**config.mk**
```make
export PLATFORM = sky130hd
export DESIGN_NAME = pipe_hazard_ctrl_flat
export DESIGN_NICKNAME = d
export VERILOG_FILES = /design/src/rtl/pipe_hazard_ctrl_if.sv /design/src/rtl/pipe_hazard_ctrl.sv /design/src/flat_wrapper.sv
export SDC_FILE = /design/constraint.sdc
export NUM_CORES = 1
export LEC_CHECK = 0
export CORE_UTILIZATION = 25
export DETAILED_ROUTE_END_ITERATION = 16
export GPL_TIMING_DRIVEN = 0
export HOLD_SLACK_MARGIN = 0.15
export MAX_ROUTING_LAYER = met4
export SLEW_MARGIN = 20
export SYNTH_ARGS = -nofsm -noshare
export SYNTH_HDL_FRONTEND = slang
export SYNTH_SLANG_ARGS = --single-unit
```
**constraint.sdc**
```tcl
create_clock -name clk -period 2.4 [get_ports clk]
set_input_delay 0.48 -clock clk [delete_from_list [all_inputs] [get_ports clk]]
set_output_delay 0.48 -clock clk [all_outputs]
set_load 0.05 [all_outputs]
```
**src/rtl/pipe_hazard_ctrl_if.sv**
```systemverilog
// Hazard-control bundle between the MIPS32 pipeline stages and the scheduler.
// Carries ID/EXE operand info in and the hold/flush/divider controls out.
interface pipe_hazard_ctrl_if #(
  parameter int CNT_W = 32
);
  logic             id_re1;
  logic [4:0]       id_ra1;
  logic             id_re2;
  logic [4:0]       id_ra2;
  logic [4:0]       exe_wa;
  logic             exe_wreg;
  logic             exe_mreg;
  logic             exe_div;
  logic             exc_req;
  logic             pc_hold;
  logic             ifid_hold;
  logic             idexe_hold;
  logic             ifid_flush;
  logic             idexe_flush;
  logic             exemem_flush;
  logic             div_start;
  logic             div_done;
  logic             div_busy;
  logic [CNT_W-1:0] stall_cnt;

  modport master (
    output id_re1, id_ra1, id_re2, id_ra2,
    output exe_wa, exe_wreg, exe_mreg, exe_div,
    output exc_req,
    input  pc_hold, ifid_hold, idexe_hold,
    input  ifid_flush, idexe_flush, exemem_flush,
    input  div_start, div_done, div_busy,
    input  stall_cnt
  );

  modport slave (
    input  id_re1, id_ra1, id_re2, id_ra2,
    input  exe_wa, exe_wreg, exe_mreg, exe_div,
    input  exc_req,
    output pc_hold, ifid_hold, idexe_hold,
    output ifid_flush, idexe_flush, exemem_flush,
    output div_start, div_done, div_busy,
    output stall_cnt
  );
endinterface

```
**src/rtl/pipe_hazard_ctrl.sv**
```systemverilog
// Load-use / divider stall scheduler with exception flush for the 5-stage core.
// Controls are combinational from state, count and inputs; stall counter saturates.
module pipe_hazard_ctrl #(
  parameter int DIV_CYCLES = 32,
  parameter int CNT_W      = 32
) (
  input  logic          clk,
  input  logic          rst,
  pipe_hazard_ctrl_if.slave bus
);
  localparam int CW = $clog2(DIV_CYCLES);
  localparam logic [CW-1:0] LOAD = CW'(DIV_CYCLES - 1);

  typedef enum logic {
    IDLE,
    DIV_BUSY
  } state_t;

  state_t           r_state;
  state_t           w_nstate;
  logic [CW-1:0]    r_cnt;
  logic [CW-1:0]    w_ncnt;
  logic [CNT_W-1:0] r_stall;

  logic w_lu;
  logic w_pc_hold;
  logic w_ifid_hold;
  logic w_idexe_hold;
  logic w_ifid_flush;
  logic w_idexe_flush;
  logic w_exemem_flush;
  logic w_div_start;
  logic w_div_done;
  logic w_div_busy;

  assign w_lu = bus.exe_mreg & bus.exe_wreg &
                (bus.exe_wa != 5'd0) &
                ((bus.id_re1 & (bus.id_ra1 == bus.exe_wa)) |
                 (bus.id_re2 & (bus.id_ra2 == bus.exe_wa)));

  always_comb begin
    w_nstate       = r_state;
    w_ncnt         = r_cnt;
    w_pc_hold      = 1'b0;
    w_ifid_hold    = 1'b0;
    w_idexe_hold   = 1'b0;
    w_ifid_flush   = 1'b0;
    w_idexe_flush  = 1'b0;
    w_exemem_flush = 1'b0;
    w_div_start    = 1'b0;
    w_div_done     = 1'b0;
    w_div_busy     = 1'b0;
    if (!rst) begin
      w_div_busy = (r_state == DIV_BUSY);
      if (bus.exc_req) begin
        // Exception overrides everything and kills any divide.
        w_ifid_flush   = 1'b1;
        w_idexe_flush  = 1'b1;
        w_exemem_flush = 1'b1;
        w_nstate       = IDLE;
        w_ncnt         = '0;
      end else begin
        case (r_state)
          IDLE: begin
            if (bus.exe_div) begin
              w_div_start    = 1'b1;
              w_pc_hold      = 1'b1;
              w_ifid_hold    = 1'b1;
              w_idexe_hold   = 1'b1;
              w_exemem_flush = 1'b1;
              w_nstate       = DIV_BUSY;
              w_ncnt         = LOAD;
            end else if (w_lu) begin
              w_pc_hold     = 1'b1;
              w_ifid_hold   = 1'b1;
              w_idexe_flush = 1'b1;
            end
          end
          DIV_BUSY: begin
            if (r_cnt != '0) begin
              w_pc_hold      = 1'b1;
              w_ifid_hold    = 1'b1;
              w_idexe_hold   = 1'b1;
              w_exemem_flush = 1'b1;
              w_ncnt         = r_cnt - 1'b1;
            end else begin
              w_div_done = 1'b1;
              w_nstate   = IDLE;
            end
          end
          default: begin
            w_nstate = IDLE;
            w_ncnt   = '0;
          end
        endcase
      end
    end
  end

  always_ff @(posedge clk) begin
    if (rst) begin
      r_state <= IDLE;
      r_cnt   <= '0;
      r_stall <= '0;
    end else begin
      r_state <= w_nstate;
      r_cnt   <= w_ncnt;
      if (w_pc_hold && (r_stall != '1)) begin
        r_stall <= r_stall + CNT_W'(1);
      end
    end
  end

  assign bus.pc_hold      = w_pc_hold;
  assign bus.ifid_hold    = w_ifid_hold;
  assign bus.idexe_hold   = w_idexe_hold;
  assign bus.ifid_flush   = w_ifid_flush;
  assign bus.idexe_flush  = w_idexe_flush;
  assign bus.exemem_flush = w_exemem_flush;
  assign bus.div_start    = w_div_start;
  assign bus.div_done     = w_div_done;
  assign bus.div_busy     = w_div_busy;
  assign bus.stall_cnt    = r_stall;
endmodule

```
**src/flat_wrapper.sv**
```systemverilog
// flat-port wrapper written by rule: the top's interface ports become plain ports
module pipe_hazard_ctrl_flat 
#(
  parameter int DIV_CYCLES = 32,
  parameter int CNT_W      = 32
)
  (clk, rst, bus_id_re1, bus_id_ra1, bus_id_re2, bus_id_ra2, bus_exe_wa, bus_exe_wreg, bus_exe_mreg, bus_exe_div, bus_exc_req, bus_pc_hold, bus_ifid_hold, bus_idexe_hold, bus_ifid_flush, bus_idexe_flush, bus_exemem_flush, bus_div_start, bus_div_done, bus_div_busy, bus_stall_cnt);
  pipe_hazard_ctrl_if #(.CNT_W(CNT_W)) bus_i ();
  input  logic clk;
  input  logic rst;
  input wire logic [$bits(bus_i.id_re1)-1:0] bus_id_re1;
  input wire logic [$bits(bus_i.id_ra1)-1:0] bus_id_ra1;
  input wire logic [$bits(bus_i.id_re2)-1:0] bus_id_re2;
  input wire logic [$bits(bus_i.id_ra2)-1:0] bus_id_ra2;
  input wire logic [$bits(bus_i.exe_wa)-1:0] bus_exe_wa;
  input wire logic [$bits(bus_i.exe_wreg)-1:0] bus_exe_wreg;
  input wire logic [$bits(bus_i.exe_mreg)-1:0] bus_exe_mreg;
  input wire logic [$bits(bus_i.exe_div)-1:0] bus_exe_div;
  input wire logic [$bits(bus_i.exc_req)-1:0] bus_exc_req;
  output wire logic [$bits(bus_i.pc_hold)-1:0] bus_pc_hold;
  output wire logic [$bits(bus_i.ifid_hold)-1:0] bus_ifid_hold;
  output wire logic [$bits(bus_i.idexe_hold)-1:0] bus_idexe_hold;
  output wire logic [$bits(bus_i.ifid_flush)-1:0] bus_ifid_flush;
  output wire logic [$bits(bus_i.idexe_flush)-1:0] bus_idexe_flush;
  output wire logic [$bits(bus_i.exemem_flush)-1:0] bus_exemem_flush;
  output wire logic [$bits(bus_i.div_start)-1:0] bus_div_start;
  output wire logic [$bits(bus_i.div_done)-1:0] bus_div_done;
  output wire logic [$bits(bus_i.div_busy)-1:0] bus_div_busy;
  output wire logic [$bits(bus_i.stall_cnt)-1:0] bus_stall_cnt;
  assign bus_i.id_re1 = bus_id_re1;
  assign bus_i.id_ra1 = bus_id_ra1;
  assign bus_i.id_re2 = bus_id_re2;
  assign bus_i.id_ra2 = bus_id_ra2;
  assign bus_i.exe_wa = bus_exe_wa;
  assign bus_i.exe_wreg = bus_exe_wreg;
  assign bus_i.exe_mreg = bus_exe_mreg;
  assign bus_i.exe_div = bus_exe_div;
  assign bus_i.exc_req = bus_exc_req;
  assign bus_pc_hold = bus_i.pc_hold;
  assign bus_ifid_hold = bus_i.ifid_hold;
  assign bus_idexe_hold = bus_i.idexe_hold;
  assign bus_ifid_flush = bus_i.ifid_flush;
  assign bus_idexe_flush = bus_i.idexe_flush;
  assign bus_exemem_flush = bus_i.exemem_flush;
  assign bus_div_start = bus_i.div_start;
  assign bus_div_done = bus_i.div_done;
  assign bus_div_busy = bus_i.div_busy;
  assign bus_stall_cnt = bus_i.stall_cnt;
  pipe_hazard_ctrl #(.DIV_CYCLES(DIV_CYCLES), .CNT_W(CNT_W)) u_core (.clk(clk), .rst(rst), .bus(bus_i));
endmodule
```
# Word-level counts from Yosys, hierarchy flattened

Index checks and enable logic that the tools add are counted.

Bitwise gates (word level): 7
Add/sub/neg operators: 2
Reduce and logical (&&, ||, !) cells: 5
Multiplexer cells: 29
Eq/ne operators: 5

Operators with widths:

| cell                  | number |
|---|---|
| $add 32x1->32 const B | 1 |
| $ne 32x32->1 const B  | 1 |
| $mux 1                | 24 |
| $eq 5x5->1            | 2 |
| $mux 5                | 2 |
| $pmux 5 s2            | 1 |
| $reduce_bool 5->1     | 2 |
| $and 1x1->1           | 5 |
| $sub 5x1->5 const B   | 1 |
| $ne 2x2->1 const B    | 2 |
| $pmux 1 s2            | 2 |
| $reduce_and 2->1      | 1 |
| $reduce_or 2->1       | 1 |
| $logic_and 1x1->1     | 1 |
| $not 1->1             | 1 |
| $or 1x1->1            | 1 |

Word-level logic and storage cells: 51
Output and inout bits: 41
Input port bits: 23
Bits in registers: 38

# Longest topological paths before layout

Word-level depth: 10
Mapped depth: 11
Gate-level depth less buffers: 9

# Least setup slack after synthesis

OpenSTA, ideal clock, no wires.

Kind: in2out
Start point: in bus_exe_wa[1]
End point: out bus_pc_hold
Path slack: -335 ps
Data required time: 1920 ps
Stages: 7
Path buffers: 2
Arrival: 2255 ps
Cells stage by stage: xnor2_1 nand4_1 o22ai_1 a21boi_2 buf_2 nor2_1 buf_4

Cells in the longest elaborated chain, start to end: 9
Elaborated cells between the ends (all ways): 13
Those cells by class: 2 x eq/ne; 5 x mux; 5 x bitwise; 1 x reduce/logical

Ends and longest elaborated chain:

| what                                  | line                                           | RTL |
|---|---|---|
| start, declared                       | flat_wrapper.sv:15                             | `input wire logic [$bits(bus_i.exe_wa)-1:0] bus_exe_wa;` |
| $eq 5x5->1, on equally long branches  | pipe_hazard_ctrl.sv:38, pipe_hazard_ctrl.sv:39 |  |
| $and 1x1->1, on equally long branches | pipe_hazard_ctrl.sv:38, pipe_hazard_ctrl.sv:39 |  |
| $or 1x1->1                            | pipe_hazard_ctrl.sv:38                         | `((bus.id_re1 & (bus.id_ra1 == bus.exe_wa)) \|` |
| $and 1x1->1 (*)                       | pipe_hazard_ctrl.sv:37                         | `(bus.exe_wa != 5'd0) &` |
| $mux 1 (*) (2 in series)              | --                                             |  |
| $pmux 1 s2 (*)                        | --                                             |  |
| $mux 1 (*) (2 in series)              | --                                             |  |
| end, declared                         | flat_wrapper.sv:20                             | `output wire logic [$bits(bus_i.pc_hold)-1:0] bus_pc_hold;` |

Every way passes the cells marked *; elsewhere a longest branch is shown, timed or not.

# Worst setup path after layout

Start point: in bus_exe_wa[3]
End point: out bus_pc_hold

Cells in the longest elaborated chain, start to end: 9
Elaborated cells between the ends (all ways): 13
Those cells by class: 2 x eq/ne; 5 x mux; 5 x bitwise; 1 x reduce/logical

Ends and longest elaborated chain:

| what                                  | line                                           | RTL |
|---|---|---|
| $eq 5x5->1, on equally long branches  | pipe_hazard_ctrl.sv:38, pipe_hazard_ctrl.sv:39 |  |
| $and 1x1->1, on equally long branches | pipe_hazard_ctrl.sv:38, pipe_hazard_ctrl.sv:39 |  |
| $or 1x1->1                            | pipe_hazard_ctrl.sv:38                         |  |
| $and 1x1->1 (*)                       | pipe_hazard_ctrl.sv:37                         |  |
| $mux 1 (*)                            | pipe_hazard_ctrl.sv:73                         | `end else if (w_lu) begin` |
| $mux 1 (*)                            | pipe_hazard_ctrl.sv:65                         | `if (bus.exe_div) begin` |
| $pmux 1 s2 (*)                        | pipe_hazard_ctrl.sv:63                         | `case (r_state)` |
| $mux 1 (*)                            | pipe_hazard_ctrl.sv:55                         | `if (bus.exc_req) begin` |
| $mux 1 (*)                            | pipe_hazard_ctrl.sv:53                         | `if (!rst) begin` |

Marks and branches as above.

==> qor.txt <==
Outcome -> finished clean
Dpl hpwl -> 4.32 mm
Pint -> 931 uW
Vias -> 2130
LEAKAGE -> 0.00112 uW
FMAX -> 424 MHz
DP Area -> 2940 um2
Peak VDD IR -> 0.217 mV
DRC -> 0
Commonest cells after routing, fill and taps aside -> 38 x clkdlybuf4s50_1, 37 x dfxtp_1, 31 x xnor2_1, 31 x nor2_1, 17 x nand2_1
Register area -> 762 um2
H-Tree Depth -> 2
RSZ-0062 raised after global routing -> yes
Post-DR wirelength/cell -> 13.8 um
CP arrival -> 1880 ps
Power share of the sequential group -> 50.2%
Final Cell Area -> 3120 um2
Final period utilization -> 98.4%
Reg-to-reg critical path startpoint -> u_core.r_cnt[0]$_SDFFE_PP0P_
DR iter-0 viols -> 88
Synth warn -> 0
Hold worst-path end -> u_core.r_cnt[0]$_SDFFE_PP0P_
Fraction of the mapped netlist area in compound gates -> 9.46%
Number of iterations in the first detailed-routing pass -> 4
Num Clock Sinks -> 38
Layout Cells excl Fill -> 438
Core area -> 8300 um2
Synth Cell Area -> 2170 um2
Aggregate routed wire length -> 6.06 mm
Die area -> 9050 um2
FILL cells -> 864
Max-capacitance violation count -> 0
Post-synthesis mux area share -> 0%
Synth unique cells -> 50
Initial Util -> 26.1%
Area of the multi-input gates -> 1330 um2
Pwr per Cell Area -> 413 nW/um2
Commonest non-fill, non-tap cell in the layout -> clkdlybuf4s50_1
Endpoints failing setup -> 0
Comb pwr share -> 16.8%
ANT cells -> 0
Worst slew pin tran -> 512 ps
Routability Congestion -> 0.765
Layout Skew -> 7.08 ps
Worst hold path type -> reg -> reg
Max Slew Vio Count -> 0
Mean Syn Cell Area -> 8.44 um2
Sw Ratio -> 27.8%
Hold Buf Count CTS -> 0
Worst R2R Setup Slack -> 180 ps
Hold Startpoint -> u_core.r_cnt[0]$_SDFFE_PP0P_
Dpl cells -> 425
Largest family of logic cells by synthesized area -> simple AND/OR/NAND/NOR gates
Psw -> 358 uW
Crit end category -> output port
Clock period minus worst slack -> 2360 ps
P&R area growth vs syn -> 44.0%
Skew-Pair Late Insertion Delay -> 290 ps
Layout cells sized above 1 -> 17.4%
TNS Setup -> 0 ps
CTS Buffer Depth -> 2
Clock power frac -> 33.0%
Final hold vios -> 0
Relative slew slack -> 65.7%
PortBufs -> 63
Final WS setup -> 39.3 ps
Antenna-violating nets left -> 0
Vias in the first global route -> 1977
Post-Synthesis Cells -> 257
Yosys reg bits -> 38
CP Launch Type -> input pin
Die width -> 95.1 um
CTS buffer count -> 5
Die height -> 95.1 um
Std-Cell Rows -> 33
Via/cell ratio -> 4.86
Synth Net Count -> 283
GR Overflow Total -> 0
# IOs -> 64
Global-route wire length before repair -> 9.78 mm
CP required -> 1920 ps
Worst Reg2Reg Path Length in Cells -> 9
Nets -> 359
Worst setup path class -> in -> out
CTS tree -> built
Clk slew on worst S/H paths -> 80 ps
Largest net degree at the start of global routing -> 12
Overall Global Routing Usage -> 14.3%
Clock root buffer master -> clkbuf_8
Antenna violations before repair -> 0
Hold_ws -> 455 ps
Pre-CTS setup slack -> -1210 ps
R2R Path End -> u_core.bus.stall_cnt[25]$_SDFFE_PP0P_
Post-synthesis xor/xnor area fraction -> 12.5%
Crit Path Max Fanout -> 3
Hold path depth -> 1
Synth Area in Simple Gates -> 35.6%
Adder and majority gate portion of the synthesized area -> 1.73%
Register area share after synthesis -> 35.1%
power groups by stage:
stage | sequential (uW) | combinational (uW) | clock, uW
2_1_floorplan | 664 | 115 | 0
4_1_cts | 647 | 210 | 438
5_1_grt | 649 | 235 | 462
3_5_place_dp | 660 | 202 | 0
3_3_place_gp | 660 | 202 | 0
6_report | 647 | 216 | 425
kinds of logic after synthesis:
group | after synthesis
buffers and inverters | 19
AND/OR/NAND/NOR | 133
AO/OA/AOI/OAI | 33
XOR/XNOR | 31
adder cells (fa/ha/maj) | 3
flip-flops | 38
per-stage QoR:
stage | power, uW | utilization [%]
after global placement | 862 | 35.4
after floorplan | 779 | -
final | 1290 | 37.6
after global routing | 1350 | 37.6
after detailed placement | 862 | 35.4
after CTS | 1300 | 37.0
metal layers:
layer	GRT usage, %	share of wire, %
met1	19.0	48
met2	21.7	46
met3	2.95	5.0
met4	4.42	1.5
met5	-	0
cells in the mapped netlist, drive strengths merged:
library cell | instances | area [um2]
o31ai | 1 | 7.51
nor4 | 5 | 46.3
nand3 | 13 | 65.1
or3 | 8 | 50.1
clkbuf | 2 | 7.51
nand2b | 2 | 20.0
and2 | 1 | 6.26
o311a | 1 | 10.0
nor2 | 34 | 144
o21ai | 5 | 25.0
ha | 3 | 37.5
a31oi | 1 | 6.26
o22ai | 1 | 6.26
nand2 | 19 | 90.1
nor4b | 3 | 26.3
or3b | 1 | 8.76
nand4 | 11 | 68.8
buf | 9 | 78.8
or2 | 2 | 15.0
nand3b | 1 | 7.51
o41ai | 2 | 17.5
nor2b | 3 | 18.8
and3 | 5 | 33.8
inv | 7 | 26.3
a21o | 2 | 16.3
a211oi | 2 | 15.0
a21boi | 1 | 11.3
dfxtp | 38 | 761
nor3b | 1 | 7.51
nor3 | 15 | 75.1
and4 | 6 | 63.8
dlygate4sd1 | 1 | 8.76
a21oi | 16 | 80.1
xnor2 | 31 | 272
or4 | 2 | 15.0
or4b | 1 | 10.0
a41o | 1 | 10.0
final cells by class:
class / count / area share [%]
well taps: 105 / 4.21
flip-flops and latches: 38 / 24.4
repair buffers: 70 / 22.0
plain buffers: 11 / 3.33
clock inverters: 2 / 0.321
inverters: 7 / 0.841
clock buffers: 5 / 2.20
multi-input cells: 200 / 42.7
sequential cells by signal, summed over array words and instances, names as in the netlist:
| name | count |
|---|---|
| u_core.r_state | 1 |
| u_core.r_cnt | 5 |
| u_core.bus.stall_cnt | 32 |
worst max-delay path, stage by stage:
cell      delay [ps]
buf_8            100
or3_1            360
o311a_1          350
a21boi_4         180
buf_6            130
nor2_4            40
buf_6            110
buf_8            140
timing repair:
| action | CTS | global route |
|---|---|---|
| setup buffers | 4 | 3 |
| resized for setup | 65 | 20 |
| setup endpoints to repair | 31 | 29 |
| pin swaps | 6 | 18 |
| endpoints found under the hold margin | 0 | 0 |
worst max path at each step:
stage / startpoint / end / slack [ps] / depth (start not counted)
3_5_place_dp: bus_exe_wa[1] / bus_pc_hold / -1210 / 8
6_report: bus_exe_wa[3] / bus_pc_hold / 40 / 8
5_1_grt: bus_exe_wa[3] / bus_pc_hold / -5 / 8
2_1_floorplan: bus_exe_wa[1] / bus_pc_hold / 20 / 6
3_3_place_gp: bus_exe_wa[1] / bus_pc_hold / -1220 / 8
4_1_cts: bus_exe_wa[1] / bus_pc_hold / -60 / 8
(Power assumes the default switching activity.)
